==> src/rtl/ssc_pkg.sv <==
// ============================================================================
// Module   : ssc_pkg
// Purpose  : Shared state encoding and default constants for ssc_seq_ctrl.
// Revision : 1.0 - initial release
// ============================================================================
`default_nettype none

package ssc_pkg;

  typedef enum logic [1:0] {
    IDLE = 2'd0,
    FILL = 2'd1,
    RUN  = 2'd2
  } state_e;

  localparam int unsigned c_DIV     = 100_000_000;
  localparam logic [3:0]  c_RST_PAT = 4'b1011;

endpackage

`default_nettype wire

==> src/rtl/ssc_tick_gen.sv <==
// ============================================================================
// Module   : ssc_tick_gen
// Purpose  : Free-running 0..DIV-1 divider with enable and synchronous clear.
// Revision : 1.0 - initial release
// ============================================================================
`default_nettype none

module ssc_tick_gen
  import ssc_pkg::*;
#(
  parameter int unsigned DIV = c_DIV
) (
  input  logic clk,
  input  logic rst,
  input  logic en_i,
  input  logic clr_i,
  output logic tick_o
);

  localparam int unsigned     c_CW   = (DIV > 1) ? $clog2(DIV) : 1;
  localparam logic [c_CW-1:0] c_LAST = c_CW'(DIV - 1);

  logic [c_CW-1:0] cnt_q;
  logic [c_CW-1:0] cnt_d;
  logic            w_last;

  assign w_last = (cnt_q == c_LAST);
  assign tick_o = en_i & w_last;

  always_comb begin
    cnt_d = cnt_q;
    if (clr_i) begin
      cnt_d = '0;
    end else if (en_i) begin
      cnt_d = w_last ? '0 : cnt_q + c_CW'(1);
    end
  end

  always_ff @(posedge clk) begin
    if (rst) begin
      cnt_q <= '0;
    end else begin
      cnt_q <= cnt_d;
    end
  end

endmodule

`default_nettype wire

==> src/rtl/ssc_seq_ctrl.sv <==
// ============================================================================
// Module   : ssc_seq_ctrl
// Purpose  : Serial sequence checker controller: sampling, window match, count.
// Revision : 1.0 - initial release
// ============================================================================
`default_nettype none

module ssc_seq_ctrl
  import ssc_pkg::*;
#(
  parameter int unsigned      DIV     = c_DIV,
  parameter int unsigned      PAT_W   = 4,
  parameter int unsigned      CNT_W   = 8,
  parameter logic [PAT_W-1:0] RST_PAT = PAT_W'(c_RST_PAT)
) (
  input  logic             clk_main,
  input  logic             rst,
  input  logic             start,
  input  logic             stop,
  input  logic             cfg_valid,
  input  logic [PAT_W-1:0] cfg_pattern,
  input  logic             cfg_overlap,
  output logic             cfg_ready,
  input  logic             data_in,
  output logic             sample_tick,
  output logic [PAT_W-1:0] out_light,
  output logic             success_light,
  output logic [CNT_W-1:0] match_count,
  output logic             busy
);

  localparam int unsigned      c_FW      = $clog2(PAT_W + 1);
  localparam logic [c_FW-1:0]  c_FULL    = c_FW'(PAT_W);
  localparam logic [CNT_W-1:0] c_CNT_MAX = '1;

  state_e           state_q, state_d;
  logic [PAT_W-1:0] win_q, win_d;
  logic [PAT_W-1:0] pat_q, pat_d;
  logic             ovl_q, ovl_d;
  logic             succ_q, succ_d;
  logic [CNT_W-1:0] cnt_q, cnt_d;
  logic [c_FW-1:0]  fill_q, fill_d;

  logic             w_tick;
  logic             w_idle;
  logic             w_full;
  logic [PAT_W-1:0] w_win_shift;
  logic [c_FW-1:0]  w_fill_inc;

  assign w_idle = (state_q == IDLE);

  ssc_tick_gen #(
    .DIV (DIV)
  ) u_tick_gen (
    .clk    (clk_main),
    .rst    (rst),
    .en_i   (~w_idle),
    .clr_i  (w_idle),
    .tick_o (w_tick)
  );

  always_comb begin
    state_d     = state_q;
    win_d       = win_q;
    pat_d       = pat_q;
    ovl_d       = ovl_q;
    succ_d      = succ_q;
    cnt_d       = cnt_q;
    fill_d      = fill_q;
    w_win_shift = {win_q[PAT_W-2:0], data_in};
    w_fill_inc  = fill_q + c_FW'(1);
    w_full      = 1'b0;

    if (w_idle && cfg_valid) begin
      pat_d = cfg_pattern;
      ovl_d = cfg_overlap;
    end

    unique case (state_q)
      IDLE: begin
        if (start && !stop) begin
          state_d = FILL;
          win_d   = '0;
          cnt_d   = '0;
          succ_d  = 1'b0;
          fill_d  = '0;
        end
      end
      FILL, RUN: begin
        // stop takes priority over a coincident tick: no shift, no match
        if (stop) begin
          state_d = IDLE;
          succ_d  = 1'b0;
        end else if (w_tick) begin
          win_d  = w_win_shift;
          succ_d = 1'b0;
          w_full = (state_q == RUN) || (w_fill_inc == c_FULL);
          if (state_q == FILL) begin
            fill_d = w_fill_inc;
          end
          if (w_full) begin
            state_d = RUN;
            if (w_win_shift == pat_q) begin
              succ_d = 1'b1;
              if (cnt_q != c_CNT_MAX) begin
                cnt_d = cnt_q + CNT_W'(1);
              end
              // non-overlapping: keep the window but demand PAT_W fresh samples
              if (!ovl_q) begin
                state_d = FILL;
                fill_d  = '0;
              end
            end
          end
        end
      end
      default: begin
        state_d = IDLE;
      end
    endcase
  end

  always_ff @(posedge clk_main) begin
    if (rst) begin
      state_q <= IDLE;
      win_q   <= '0;
      pat_q   <= RST_PAT;
      ovl_q   <= 1'b1;
      succ_q  <= 1'b0;
      cnt_q   <= '0;
      fill_q  <= '0;
    end else begin
      state_q <= state_d;
      win_q   <= win_d;
      pat_q   <= pat_d;
      ovl_q   <= ovl_d;
      succ_q  <= succ_d;
      cnt_q   <= cnt_d;
      fill_q  <= fill_d;
    end
  end

  assign cfg_ready     = w_idle;
  assign busy          = ~w_idle;
  assign sample_tick   = w_tick;
  assign out_light     = win_q;
  assign success_light = succ_q;
  assign match_count   = cnt_q;

endmodule

`default_nettype wire

==> config.mk <==
export PLATFORM = sky130hd
export DESIGN_NAME = ssc_seq_ctrl
export DESIGN_NICKNAME = d
export VERILOG_FILES = /design/src/rtl/ssc_pkg.sv /design/src/rtl/ssc_tick_gen.sv /design/src/rtl/ssc_seq_ctrl.sv
export SDC_FILE = /design/constraint.sdc
export NUM_CORES = 1
export LEC_CHECK = 0
export CAP_MARGIN = 20
export CORE_UTILIZATION = 50
export CTS_BUF_LIST = sky130_fd_sc_hd__clkbuf_16
export CTS_CLUSTER_DIAMETER = 80
export CTS_CLUSTER_SIZE = 20
export DETAILED_ROUTE_END_ITERATION = 6
export PLACE_DENSITY = 0.84
export SETUP_SLACK_MARGIN = 0.15
export SKIP_LAST_GASP = 1
export SLEW_MARGIN = 10
export SYNTH_ARGS = -nofsm -noshare
export SYNTH_HDL_FRONTEND = slang
export SYNTH_HIERARCHICAL = 1
export SYNTH_SLANG_ARGS = --single-unit
==> constraint.sdc <==
create_clock -name clk_main -period 3.6 [get_ports clk_main]
set_input_delay 0.72 -clock clk_main [delete_from_list [all_inputs] [get_ports clk_main]]
set_output_delay 0.72 -clock clk_main [all_outputs]
set_load 0.02 [all_outputs]
==> metrics.md <==
| Metric | Value |
|---|---|
| Post-CTS setup buffer count | 0 |
| Die area | 5550 um^2 |
| Share of cells above drive strength 1 | 6.65% |
| Clock Latency Late Sink | 290 ps |
| Cell family with most CP delay | buffers and inverters |
| Number of synthesized flops with an enable pin | 0 |
| Status | finished clean |
| Tot GR Track Use | 21.1% |
| Hold Crit Class | register to register |
| Initial core utilization | 51.8% |
| Via/cell ratio | 5.80 |
| FF-to-FF Start | state_q[0] |
| Startpoint class of the critical path | register |
| Drt pass-1 iters | 4 |
| Total gr overflow | 0 |
| H-tree depth | 2 |
| Final clock skew | 5.01 ps |
| Maximum clock path buffer count | 2 |
| Flop pwr share | 48.2% |
| Yosys warnings | 6 |
| Pwr/cell area | 386 nW/um^2 |
| Unrepaired setup endpoints after global routing | false |
| Layout net count | 349 |
| Placer Congestion | 0.881 |
| Crit path time final | 3240 ps |
| Initial antenna violation count | 0 |
| Input/output buffers | 26 |
| Fin crit share | 90.1% |
| Hold bufs inserted after CTS | 0 |
| Drt drc | 0 |
| Worst slew pin tran | 730 ps |
| Place WS | 693 ps |
| Cell area after synthesis | 2630 um^2 |
| HP Start | out_light[3] |
| Sink Count | 50 |
| Final setup TNS | 0 ps |
| First-pass GRT wire length | 9130 um |
| Crit path capture type | output port |
| Die H | 74.5 um |
| Vias | 2,326 |
| DP HPWL | 4100 um |
| Antenna Cells | 0 |
| Max Cap Viol | 0 |
| FF+latch count, synth | 50 |
| CTS root buf | clkbuf_16 |
| Clock network power share | 39.0% |
| Initial DRC count | 194 |
| Placeable Area | 5070 um^2 |
| Critical path fanouts, max | 13 |
| Routed len/inst | 14.0 um |
| # IOs | 27 |
| Syn Area/Cell | 8.58 um^2 |
| Largest net degree at the start of global routing | 28 |
| Post-route ant nets | 0 |
| Net switching power | 0.305 mW |
| Fillers | 455 |
| Die span in x | 74.5 um |
| Required @ worst endpoint | 2880 ps |
| Clk slew on worst S/H paths | 70 ps |
| Critical path arrival | 2520 ps |
| Syn-to-layout area delta | 16.9% |
| Vias in the first global route | 2,042 |
| Routed WL | 5610 um |
| Fmax | 308 MHz |
| Clock buffer count from CTS | 5 |
| Synth unique cells | 54 |
| Worst-path cell chain | inv_1, ha_1, inv_1, and4_1, nand4_1, nor2_1, clkdlybuf4s50_1 |
| Slowest-stage cell, CP | clkdlybuf4s50_1 |
| Final Max Slew Viols | 0 |
| Switching portion of total power | 25.7% |
| Post-synthesis cell count | 306 |
| Largest stage delay, worst path | 660 ps |
| Max-Slew Margin vs Limit | 51.0% |
| Fraction of registers with async set or reset after synthesis | 0% |
| Row count | 26 |
| Sequential-to-total area share from yosys stat | 38.1% |
| Syn nets | 325 |
| Final Hold Vio Count | 0 |
| Setup slack after layout | 355 ps |
| Worst VDD drop | 0.346 mV |
| Post-CTS Resized | 0 |
| Post-synth top flop | dfxtp_1 |
| Most used cell along the critical path | inv_1 |
| Clock tree from TritonCTS | done |
| Crit path from | state_q[0] |
| Leak Pwr | 0.992 nW |
| Final setup fails | 0 |
| Comb pwr share | 12.8% |
| Internal | 0.880 mW |
| Kind of critical path | register to output port |
| Critical path buffers and inverters | 3 |
[power groups by stage]
stage          registers (mW)  clock network, mW  logic [mW]
3_3_place_gp            0.583                  0       0.146
4_1_cts                 0.571              0.472       0.150
6_report                0.571              0.462       0.151
5_1_grt                 0.572              0.490       0.166
2_1_floorplan           0.582                  0       0.108
3_5_place_dp            0.584                  0       0.149
[cells in the mapped netlist (all sizes together) (2+ instances only)]
| master | number | area, um^2 |
|---|---|---|
| and2 | 2 | 12.5 |
| nor3 | 5 | 25.0 |
| a211o | 5 | 45.0 |
| o31ai | 9 | 67.6 |
| and4 | 7 | 62.6 |
| ha | 8 | 100 |
| or3 | 6 | 37.5 |
| dfxtp | 50 | 1000 |
| xor2 | 11 | 96.3 |
| a21oi | 23 | 115 |
| o21ai | 15 | 78.8 |
| buf | 6 | 45.0 |
| nand4 | 16 | 121 |
| nand3b | 2 | 15.0 |
| xnor2 | 10 | 87.6 |
| mux2i | 2 | 20.0 |
| inv | 10 | 37.5 |
| and3 | 8 | 50.1 |
| a31o | 2 | 17.5 |
| nor2 | 30 | 113 |
| nor4 | 6 | 58.8 |
| or4 | 7 | 56.3 |
| nand3 | 12 | 65.1 |
| nor2b | 3 | 18.8 |
| nand2 | 28 | 108 |
| nand2b | 4 | 25.0 |
| a41oi | 2 | 17.5 |
| clkbuf | 5 | 20.0 |
[routing by layer]
metal	GRT usage, %	wire [um]	up-vias
li1	-	-	1170
met1	29.7	2770	1094
met2	32.0	2510	55
met3	4.07	254	7
met4	7.97	72	0
met5	0	0	-
[cell usage in the layout (no fill, tap or decap), types with 11 or more instances in the layout]
cell / n
o21ai_0: 13
a21oi_1: 23
clkdlybuf4s50_1: 26
nor2_1: 30
nand4_1: 14
nand2_1: 27
nand3_1: 11
dfxtp_1: 50
xor2_1: 11
[sequential cells by signal, indices dropped and copies added, names as in the netlist]
signal / count
state_q: 2
ovl_q: 1
success_light: 1
out_light: 4
pat_q: 4
fill_q: 3
u_tick_gen/cnt_q: 27
match_count: 8
[logic make-up after synthesis]
kind of cell             synth area share, %
buffers and inverters                   3.91
flip-flops                              38.1
XOR/XNOR                                7.00
AO/OA/AOI/OAI                           16.1
adder cells (fa/ha/maj)                 3.81
AND/OR/NAND/NOR                         30.3
multiplexers                           0.762
[worst min-delay path, stage by stage, from the launching register on]
cell and delay, ps:
dfxtp_1 310, nand2_1 50, a21oi_1 50
[cell type report]
cell class | count | area, um^2 | share of cell area [%]
well taps | 70 | 87.6 | 2.85
flip-flops and latches | 50 | 1000 | 32.6
clock inverters | 3 | 20.0 | 0.652
inverters | 10 | 37.5 | 1.22
clock buffers | 5 | 125 | 4.08
repair buffers | 28 | 275 | 8.97
multi-input cells | 235 | 1520 | 49.6
[path summary, 6_finish.rpt]
check	to	slack, ps	depth (start not counted)
min	out_light[3]	460	2
max	sample_tick	360	7
min reg2reg	out_light[3]	460	2
max reg2reg	match_count[6]	620	11
[per-stage QoR]
step	power, mW	util, %	area, um^2	hold slack (ps)	cells
after detailed placement	0.733	57.6	2920	456	393
after global routing	1.23	60.5	3070	492	401
after CTS	1.19	60.5	3070	466	401
after floorplan	0.691	-	2630	440	306
final	1.18	60.5	3070	459	401
after global placement	0.729	57.6	2920	452	393
Note: power is estimated with default switching activity, not from simulation.
